$ cat config.mk
export PLATFORM = sky130hd
export DESIGN_NAME = ads7254_sample_avg
export DESIGN_NICKNAME = d
export VERILOG_FILES = /design/src/rtl/ads7254_sample_avg.sv
export SDC_FILE = /design/constraint.sdc
export NUM_CORES = 1
export LEC_CHECK = 0
export CAP_MARGIN = 20
export CORE_AREA = 2 2 92 94
export DETAILED_ROUTE_END_ITERATION = 6
export DIE_AREA = 0 0 94 96
export GPL_TIMING_DRIVEN = 0
export PLACE_DENSITY = 0.74
export SYNTH_ARGS = -nofsm -noshare
export SYNTH_HDL_FRONTEND = slang
export SYNTH_SLANG_ARGS = --single-unit
$ cat constraint.sdc
create_clock -name iCLK_100 -period 4.73 [get_ports iCLK_100]
set_input_delay 0.946 -clock iCLK_100 [delete_from_list [all_inputs] [get_ports iCLK_100]]
set_output_delay 0.946 -clock iCLK_100 [all_outputs]
set_load 0.005 [all_outputs]
$ cat src/rtl/ads7254_sample_avg.sv
// Offset removal and iSYNC-aligned boxcar averaging of ADS7254 channel A/B sample pairs.
// Emits one signed 16-bit averaged pair per 2^LOG2_N-sample window with a one-cycle strobe.
module ads7254_sample_avg #(
    parameter int unsigned DATA_W   = 12,
    parameter int unsigned LOG2_N   = 3,
    parameter int unsigned OFFSET_A = 2048,
    parameter int unsigned OFFSET_B = 2048
) (
    input  logic              iCLK_100,
    input  logic              iRST,
    input  logic              iSYNC,
    input  logic              ivalid,
    input  logic [DATA_W-1:0] idata_ch_A,
    input  logic [DATA_W-1:0] idata_ch_B,
    output logic [15:0]       odata_ch_A,
    output logic [15:0]       odata_ch_B,
    output logic              ovalid,
    output logic              oerr
);

    localparam int unsigned SW = DATA_W + 1;
    localparam int unsigned AW = SW + LOG2_N;
    localparam int unsigned CW = LOG2_N + 1;
    localparam logic [CW-1:0] CntLast = CW'((1 << LOG2_N) - 1);

    typedef enum logic [0:0] {StWaitSync, StAccum} state_e;

    state_e               state_q, state_d;
    logic                 sync_q;
    logic signed [AW-1:0] acc_a_q, acc_a_d, acc_b_q, acc_b_d;
    logic [CW-1:0]        cnt_q, cnt_d;
    logic [15:0]          odata_a_q, odata_a_d, odata_b_q, odata_b_d;
    logic                 ovalid_q, ovalid_d;
    logic                 oerr_q, oerr_d;

    logic                 sync_rise;
    logic signed [SW-1:0] s_a, s_b;
    logic signed [AW-1:0] s_a_ext, s_b_ext;
    logic signed [AW-1:0] base_a, base_b, sum_a, sum_b;
    logic [CW-1:0]        base_cnt;
    logic signed [SW-1:0] avg_a, avg_b;
    logic signed [15:0]   avg_a_ext, avg_b_ext;
    logic                 take;

    assign sync_rise = iSYNC & ~sync_q;

    assign s_a = $signed({1'b0, idata_ch_A}) - $signed(SW'(OFFSET_A));
    assign s_b = $signed({1'b0, idata_ch_B}) - $signed(SW'(OFFSET_B));
    assign s_a_ext = s_a;
    assign s_b_ext = s_b;

    // A restart discards the running window, so the incoming sample starts from zero.
    assign base_a   = sync_rise ? '0 : acc_a_q;
    assign base_b   = sync_rise ? '0 : acc_b_q;
    assign base_cnt = sync_rise ? '0 : cnt_q;

    assign sum_a = base_a + s_a_ext;
    assign sum_b = base_b + s_b_ext;

    // The window mean always fits in SW bits, so the upper accumulator bits are pure sign.
    assign avg_a     = SW'(sum_a >>> LOG2_N);
    assign avg_b     = SW'(sum_b >>> LOG2_N);
    assign avg_a_ext = avg_a;
    assign avg_b_ext = avg_b;

    always_comb begin
        state_d   = state_q;
        acc_a_d   = acc_a_q;
        acc_b_d   = acc_b_q;
        cnt_d     = cnt_q;
        odata_a_d = odata_a_q;
        odata_b_d = odata_b_q;
        ovalid_d  = 1'b0;
        oerr_d    = oerr_q;
        take      = 1'b0;

        unique case (state_q)
            StWaitSync: take = sync_rise;
            StAccum: begin
                take = 1'b1;
                if (sync_rise && cnt_q != '0) begin
                    oerr_d = 1'b1;
                end
            end
            default: take = 1'b0;
        endcase

        if (sync_rise) begin
            state_d = StAccum;
        end

        if (take) begin
            acc_a_d = base_a;
            acc_b_d = base_b;
            cnt_d   = base_cnt;
            if (ivalid) begin
                if (base_cnt == CntLast) begin
                    odata_a_d = avg_a_ext;
                    odata_b_d = avg_b_ext;
                    ovalid_d  = 1'b1;
                    acc_a_d   = '0;
                    acc_b_d   = '0;
                    cnt_d     = '0;
                end else begin
                    acc_a_d = sum_a;
                    acc_b_d = sum_b;
                    cnt_d   = base_cnt + CW'(1);
                end
            end
        end
    end

    always_ff @(posedge iCLK_100) begin
        if (iRST) begin
            state_q   <= StWaitSync;
            sync_q    <= 1'b0;
            acc_a_q   <= '0;
            acc_b_q   <= '0;
            cnt_q     <= '0;
            odata_a_q <= '0;
            odata_b_q <= '0;
            ovalid_q  <= 1'b0;
            oerr_q    <= 1'b0;
        end else begin
            state_q   <= state_d;
            sync_q    <= iSYNC;
            acc_a_q   <= acc_a_d;
            acc_b_q   <= acc_b_d;
            cnt_q     <= cnt_d;
            odata_a_q <= odata_a_d;
            odata_b_q <= odata_b_d;
            ovalid_q  <= ovalid_d;
            oerr_q    <= oerr_d;
        end
    end

    assign odata_ch_A = odata_a_q;
    assign odata_ch_B = odata_b_q;
    assign ovalid     = ovalid_q;
    assign oerr       = oerr_q;

endmodule

==> results.toml, run 1 <==
[yosys]
ys.flop_type = "dfxtp_1"
async_flop_share_pct = 0
syn_nets = 526
synth.distinct_cells = 52
synth_edf_count = 0
synthTopCellsByArea = "dfxtp_1 34%, ha_1 9.9%, nand2_1 5.4%"
syn_area_per_cell_um2 = 8.40
synth_top_area_cell = "dfxtp_1"
ys_ff_latch = 66
syn_area_mm2 = 0.00390
yosys.area.top_type_share_pct = 33.8
yosys_warnings = 0
syn-instance-count = 465
seq_area_frac_synth_pct = 33.8

[critical_path]
r2r_start = "sync_q"
startpoint_type = "primary input"
crit_path_max_fanout = 10
rr_worst_depth = 15
crit_end = "acc_b_q[12]"
cp-end-kind = "register"
criticalPathCategory = "in -> reg"
startpoint = "iSYNC"
r2r-end = "acc_b_q[12]"
r2r_slack_ns = 1.11
cp_data_required_time_ns = 5.01
cp.arrival_ns = 4.65

[cells_and_area]
antenna_cells = 0
nets = 598
final_cell_mix = "66 x dfxtp_1, 61 x clkdlybuf4s50_1, 56 x nand2_1"
nFillCells = 728
syn2layout_area_growth_pct = 24.2
mostFrequentLayoutCell = "dfxtp_1"
final_core_util_pct = 60.2
drive_gt1_share_pct = 6.83

[power_and_ir_drop]
p_comb_share_pct = 19.0
finalPower_uw = 1320
irDropWorstVdd_uv = 153
p_seq_share_pct = 44.4
p_sw_uw = 361
pwr_density_cell_mw_per_mm2 = 272
clockPowerShare_pct = 36.6
switching_share_pct = 27.4
leakage_uw = 0.00201
p_int_uw = 957

[floorplanning]
die_h_um = 96
start_util_pct = 48.5
fp.dieW_um = 94
dieArea_mm2 = 0.00902
io_pins = 62
num_rows = 33
coreArea_mm2 = 0.00805

[drt]
vias_per_cell = 5.53
wl_per_cell_um = 15.4
drtIter0Drc = 197
drt-total-wl_um = 9940
drc_errors = 0
via_count = 3579
dr.pass1.iters = 4
ant_nets = 0

[sta]
finalHoldViolations = 0
slew_violations = 0
finalSetupTns_ns = 0
max_freq_mhz = 229
finalSetupViolations = 0
min_period_over_period_pct = 92.3
fin_crit_ns = 4.36
rsz0062_at_grt = "false"
maxSlewHeadroom_pct = 51.9
fin_worst_skew_ns = 0.00876
worst_slew_pin_slew_ns = 0.719

[clock_network]
ctsResizeCount = 0
clockBufferDepth = 2
numCtsBuffers = 9
cts_root_buf = "clkbuf_8"
clk_latency_ns = 0.34
cts.htree.levels = 3
post_cts_buffers = 0
ctsHoldBuffers = 0
cts.sinks = 66
cts_tree = "yes"
path_clk_slew_ns = 0.07

[status]
status = "finished, final reports clean"

[grt]
grt_overflow = 0
track_usage_pct = 23.9
grt_max_degree = 11
antenna_found_initial = 0
grt_pass1_vias = 3520
grt_pass1_wl_um = 16800

[placed_design]
place.gp.congestion = 0.875
io_buffers = 61
hpwl_um = 7370

[worst_hold_path]
hp-class = "reg -> reg"

[flow_run]
max-cap-violations = 0
[kinds of logic after synthesis]
group / after synthesis / synth area share, %
buffers and inverters: 42 / 4.78
adders and majority gates: 33 / 11.0
and+or+nand+nor: 165 / 21.1
AOI/OAI and AO/OA: 131 / 23.0
xor gates and xnor gates: 27 / 6.06
muxes: 1 / 0.256
DFF: 66 / 33.8
[sequential cells by signal, indices dropped and copies added (netlist names)]
register,cells
acc_b_q,16
acc_a_q,16
state_q,1
ovalid,1
odata_ch_B,13
odata_ch_A,13
cnt_q,4
sync_q,1
oerr,1
[per-stage QoR]
step / cells / instance area [um2] / hold slack (ns) / worst slack (ns)
after floorplan: 465 / 3900 / 0.417 / 1.20
after global placement: 631 / 4650 / 0.432 / -0.197
after detailed placement: 631 / 4650 / 0.441 / -0.269
after CTS: 647 / 4840 / 0.452 / 0.0710
after global routing: 647 / 4850 / 0.472 / 0.0734
final: 647 / 4850 / 0.447 / 0.366
[cell type report]
| cell class | count | area (um2) | area share, % |
|---|---|---|---|
| flip-flops and latches | 66 | 1320 | 27.3 |
| repair buffers | 61 | 611 | 12.6 |
| plain buffers | 27 | 134 | 2.76 |
| clock buffers | 14 | 163 | 3.36 |
| clock inverters | 2 | 35.0 | 0.723 |
| inverters | 15 | 56.3 | 1.16 |
| well taps | 105 | 131 | 2.71 |
| multi-input cells | 357 | 2400 | 49.4 |
[cells in the mapped netlist (2+ instances only)]
master / number
dfxtp_1: 66
o2bb2ai_1: 2
a31oi_1: 4
o21ai_1: 12
and4_1: 2
and2_1: 30
buf_4: 6
or4_1: 3
nand4_1: 4
nand2_1: 56
a21o_1: 12
fa_1: 2
nor2_1: 27
clkbuf_1: 16
a211oi_1: 6
nand2b_1: 8
ha_1: 31
o21a_1: 3
o22ai_1: 4
a22o_1: 15
nor2b_1: 6
o21bai_1: 2
nand3b_1: 2
buf_2: 5
a22oi_1: 7
nor3_1: 7
a21oi_1: 38
or3_1: 3
xor2_1: 9
inv_1: 15
nand3_1: 12
xnor2_1: 18
and3_1: 2
o21ai_0: 11
o211ai_1: 2
[worst max-delay path, stage by stage]
cell and delay (ns):
clkdlybuf4s50_1 0.46, nand2b_1 0.13, clkbuf_1 0.39, clkbuf_2 0.31, clkbuf_2 0.28, and2_1 0.17, ha_1 0.19, inv_1 0.07
fa_1 0.40, nor2b_1 0.16, o2111ai_1 0.15, nand3_1 0.17, a31oi_1 0.15, o21bai_1 0.22, xor2_1 0.27, a22o_1 0.16
[metal layers]
layer,part of all wire [%],up-vias,track usage [%]
met1,44,1673,30.3
met4,2.1,0,9.78
met5,0,-,0
met2,48,94,40.2
met3,5.7,18,4.46
li1,-,1794,-
[power groups by stage]
| stage | sequential [uW] | clock, uW | combinational [uW] |
|---|---|---|---|
| after floorplan | 595 | 0 | 176 |
| after global placement | 597 | 0 | 240 |
| after CTS | 585 | 491 | 248 |
| final | 585 | 483 | 250 |
| after global routing | 587 | 519 | 279 |
| after detailed placement | 598 | 0 | 246 |
[worst min path at each step]
stage / startpoint / endpoint / slack [ns] / cells after the start
global route: acc_b_q[14] / acc_b_q[14] / 0.47 / 2
CTS: acc_a_q[14] / acc_a_q[14] / 0.45 / 2
detailed placement: acc_b_q[13] / acc_b_q[13] / 0.44 / 2
finish: acc_b_q[14] / acc_b_q[14] / 0.45 / 2
global placement: acc_b_q[14] / acc_b_q[14] / 0.43 / 2
floorplan: acc_b_q[10] / acc_b_q[10] / 0.42 / 2
Note: power is estimated with default switching activity, not from simulation.
==> inputs of run 2 (changes only) <==
--- a/config.mk
+++ b/config.mk
@@ -6,9 +6,9 @@
 export NUM_CORES = 1
 export LEC_CHECK = 0
 export CAP_MARGIN = 20
-export CORE_AREA = 2 2 92 94
+export CORE_AREA = 2 2 83 104
 export DETAILED_ROUTE_END_ITERATION = 6
-export DIE_AREA = 0 0 94 96
+export DIE_AREA = 0 0 85 106
 export GPL_TIMING_DRIVEN = 0
 export PLACE_DENSITY = 0.74
 export SYNTH_ARGS = -nofsm -noshare
==> results.toml, run 2 (synthesis gave the netlist of run 1 again) <==
[drt]
ant_nets = 0
via_count = 3552
wl_per_cell_um = 15.3
dr.pass1.iters = 5
vias_per_cell = 5.57
drt-total-wl_um = 9730
drc_errors = 0
drtIter0Drc = 142

[placed_design]
hpwl_um = 7300
place.gp.congestion = 0.847
io_buffers = 61

[cells_and_area]
syn2layout_area_growth_pct = 22.7
antenna_cells = 0
final_cell_mix = "66 x dfxtp_1, 61 x clkdlybuf4s50_1, 56 x nand2_1"
mostFrequentLayoutCell = "dfxtp_1"
nets = 598
drive_gt1_share_pct = 6.65
nFillCells = 725
reg_top3 = "acc_a_q (16), acc_b_q (16)"

[clock_network]
cts.sinks = 66
numCtsBuffers = 9
clockBufferDepth = 2
path_clk_slew_ns = 0.07
cts_tree = "yes"
post_cts_buffers = 0
cts_root_buf = "clkbuf_8"
cts.htree.levels = 3
clk_latency_ns = 0.35

[critical_path]
cp-end-kind = "register"
crit_path_max_fanout = 10
criticalPathCategory = "in -> reg"
startpoint_type = "primary input"
cp.arrival_ns = 4.64
cp_data_required_time_ns = 5.02

[power_and_ir_drop]
p_seq_share_pct = 47.7
leakage_uw = 0.00199
clockPowerShare_pct = 32.2
finalPower_uw = 1230
p_comb_share_pct = 20.1
switching_share_pct = 29.3
p_sw_uw = 359
pwr_density_cell_mw_per_mm2 = 256
p_int_uw = 868
irDropWorstVdd_uv = 160

[sta]
slew_violations = 0
finalSetupViolations = 0
min_period_over_period_pct = 91.9
finalSetupTns_ns = 0
worst_slew_pin_slew_ns = 0.742
rsz0062_at_grt = "false"
fin_worst_skew_ns = 0.00806
max_freq_mhz = 230
fin_crit_ns = 4.35
finalHoldViolations = 0
maxSlewHeadroom_pct = 50.5

[floorplanning]
num_rows = 37
fp.dieW_um = 85
dieArea_mm2 = 0.00901
coreArea_mm2 = 0.00810
io_pins = 62
start_util_pct = 48.2
die_h_um = 106

[grt]
track_usage_pct = 22.2
antenna_found_initial = 0
grt_max_degree = 11
grt_overflow = 0
grt_pass1_wl_um = 15900
grt_pass1_vias = 3458

[status]
status = "finished, final reports clean"

[worst_hold_path]
hp-class = "reg -> reg"

[flow_run]
max-cap-violations = 0
## run 2: changes by cell type in the layout (fill, tap and decap cells not counted)
cell / previous run / this run
bufinv_16: 1 / 0
clkbuf_8: 11 / 9
clkinv_2: 1 / 4
clkbuf_2: 3 / 2
## run 2: repair_timing
| action | CTS | global route |
|---|---|---|
| gates resized for setup | 0 | 4 |
| hold buffers | 0 | 0 |
| endpoints found under the hold margin | 0 | 0 |
| setup endpoints to repair | 0 | 4 |
## run 2: worst paths after layout
path              cells past startpoint   startpoint             to  slack (ns)
hold reg to reg                       2  acc_b_q[14]    acc_b_q[14]        0.44
setup / recovery                     15        iSYNC  odata_ch_A[9]        0.38
hold / removal                        2  acc_b_q[14]    acc_b_q[14]        0.44
setup reg to reg                     14       sync_q  odata_ch_A[9]        1.13
## run 2: power groups by stage
| stage | combinational [uW] | sequential [uW] | clock (uW) |
|---|---|---|---|
| floorplan | 176 | 595 | 0 |
| global placement | 240 | 597 | 0 |
| detailed placement | 246 | 598 | 0 |
| CTS | 247 | 585 | 402 |
| global route | 275 | 587 | 429 |
| finish | 247 | 585 | 395 |
## run 2: critical path, cell delays in order
cell,delay (ns)
clkdlybuf4s50_1,0.46
nand2b_1,0.12
clkbuf_1,0.37
clkbuf_1,0.38
and2_1,0.22
ha_1,0.20
inv_1,0.06
fa_1,0.38
nand2b_1,0.19
a21oi_1,0.28
nor4_2,0.09
o21ai_1,0.30
o41ai_2,0.14
or4_1,0.41
nand3_1,0.08
## run 2: final cells by class
class	instances	area, um2	area share, %
Buffer	27	133	2.77
Clock buffer	11	131	2.74
Clock inverter	4	20.0	0.418
Inverter	15	56.3	1.18
Multi-Input combinational cell	357	2400	50.0
Sequential cell	66	1320	27.6
Tap cell	97	121	2.53
Timing Repair Buffer	61	611	12.7
## run 2: routing by layer
| layer | up-vias | GRT usage (%) | wire length (um) |
|---|---|---|---|
| met4 | 0 | 9.64 | 234 |
| met5 | - | 0 | 0 |
| met2 | 75 | 40.1 | 5030 |
| li1 | 1791 | - | - |
| met3 | 19 | 3.26 | 427 |
| met1 | 1667 | 25.5 | 4040 |
## run 2: through the flow
stage / setup WS [ns] / area [um2] / utilization [%] / hold WS [ns] / cells
6_report: 0.383 / 4790 / 59.1 / 0.444 / 638
5_1_grt: 0.0734 / 4790 / 59.1 / 0.463 / 638
4_1_cts: 0.200 / 4790 / 59.1 / 0.444 / 638
3_5_place_dp: -0.136 / 4640 / 57.2 / 0.434 / 623
3_3_place_gp: -0.124 / 4640 / 57.2 / 0.430 / 623
2_1_floorplan: 1.20 / 3900 / - / 0.417 / 465
==> inputs of run 3 (changes only) <==
--- a/config.mk
+++ b/config.mk
@@ -11,6 +11,8 @@
 export DIE_AREA = 0 0 85 106
 export GPL_TIMING_DRIVEN = 0
 export PLACE_DENSITY = 0.74
+export RECOVER_POWER = 100
 export SYNTH_ARGS = -nofsm -noshare
 export SYNTH_HDL_FRONTEND = slang
 export SYNTH_SLANG_ARGS = --single-unit
+export TNS_END_PERCENT = 5
==> results.toml, run 3 (synthesis gave the netlist of run 1 again) <==
[cells_and_area]
design_area_mm2 = 0.00477
nets = 598
instances_no_fill = 638
nFillCells = 727
final_cell_mix = "66 x dfxtp_1, 56 x nand2_1, 38 x a21oi_1"
drive_gt1_share_pct = 5.91
antenna_cells = 0
syn2layout_area_growth_pct = 22.2
mostFrequentLayoutCell = "dfxtp_1"
reg_top3 = "acc_a_q (16), acc_b_q (16)"

[critical_path]
crit_path_max_fanout = 10
cp_data_required_time_ns = 5.03
cpPeakStageDelay_ns = 0.46
startpoint_type = "primary input"
slowest_stage = "clkdlybuf4s50_1"
rr_worst_depth = 14
cp.arrival_ns = 4.79
r2r_slack_ns = 0.97
cp-end-kind = "register"
critical_path.cell_chain = "clkdlybuf4s50_1, nand2b_1, clkbuf_1, clkbuf_1, and2_1, ha_1, inv_1, fa_1, nand2b_1, a21oi_1, nor4_1, o21ai_0, o41ai_2, or4_1, nand3_1"
criticalPathCategory = "in -> reg"

[grt]
track_usage_pct = 22.2
antenna_found_initial = 0
grt_overflow = 0
grt_pass1_vias = 3458
grt_pass1_wl_um = 15900
grt_max_degree = 11

[flow_run]
max-cap-violations = 0

[floorplanning]
fp.dieW_um = 85
io_pins = 62
num_rows = 37
dieArea_mm2 = 0.00901
die_h_um = 106
start_util_pct = 48.2
coreArea_mm2 = 0.00810

[placed_design]
dpl-instance-area_mm2 = 0.00464
io_buffers = 61
place.gp.congestion = 0.847
dp.cells = 623
hpwl_um = 7300

[drt]
dr.pass1.iters = 4
wl_per_cell_um = 15.3
vias_per_cell = 5.62
via_count = 3584
drtIter0Drc = 168
ant_nets = 0
drt-total-wl_um = 9750
drc_errors = 0

[power_and_ir_drop]
pwr_density_cell_mw_per_mm2 = 258
irDropWorstVdd_uv = 161
leakage_uw = 0.00210

[sta]
finalHoldViolations = 0
fin_worst_skew_ns = 0.0108
max_freq_mhz = 222
maxSlewHeadroom_pct = 50.3
finalSetupViolations = 0
worst_slew_pin_slew_ns = 0.746
min_period_over_period_pct = 95.1
fin_crit_ns = 4.50
slew_violations = 0
hold_ws_ns = 0.451
rsz0062_at_grt = "true"

[worst_hold_path]
whs_path_depth = 2
hp-class = "reg -> reg"

[clock_network]
numCtsBuffers = 9
clockBufferDepth = 2
cts_tree = "yes"
cts.htree.levels = 3
clk_latency_ns = 0.35
cts_root_buf = "clkbuf_8"
cts.sinks = 66
post_cts_buffers = 0
path_clk_slew_ns = 0.08

[status]
status = "finished, final reports clean"
-- run 3: worst max-delay path, delay by kind of cell --
kind,cells,cell delay (ns)
adder cells (fa/ha/maj),2,0.58
AND/OR/NAND/NOR,6,1.14
AO/OA/AOI/OAI,3,0.83
buffers and inverters,4,1.29
-- run 3: final cells by class --
| class | instances | area [um2] | share of cell area, % |
|---|---|---|---|
| repair buffers | 61 | 611 | 12.8 |
| inverters | 15 | 56.3 | 1.18 |
| well taps | 97 | 121 | 2.54 |
| multi-input cells | 357 | 2380 | 49.8 |
| plain buffers | 27 | 131 | 2.75 |
| flip-flops and latches | 66 | 1320 | 27.7 |
| clock buffers | 11 | 131 | 2.75 |
| clock inverters | 4 | 20.0 | 0.420 |
-- run 3: path summary, 6_finish.rpt --
check	end	from
worst max register to register	odata_ch_A[9]	sync_q
worst min-delay path	acc_b_q[14]	acc_b_q[14]
worst max-delay path	odata_ch_A[9]	iSYNC
worst min register to register	acc_b_q[14]	acc_b_q[14]
-- run 3: power breakdown --
group | switching [uW] | internal (uW)
Sequential | 8.66 | 577
Combinational | 139 | 106
Clock | 214 | 184
Total | 362 | 867
-- run 3: per-stage QoR --
step,util [%],total power (uW),setup WS [ns],TNS [ns]
finish,58.9,1230,0.234,0
global route,58.9,1290,-0.0570,-0.0806
CTS,59.1,1230,0.200,0
detailed placement,57.2,843,-0.136,-0.938
global placement,57.2,837,-0.124,-0.548
floorplan,-,771,1.20,0
-- run 3: timing repair --
item                                    CTS  global route
endpoints found under the setup margin    0             4
gates resized for setup                   0             2
hold buffers                              0             0
-- run 3: layer usage --
layer	global-route usage, %	wire [um]	vias up
li1	-	-	1793
met1	25.5	3980	1674
met2	40.1	4950	93
met3	3.26	528	24
met4	9.64	294	0
met5	0	0	-
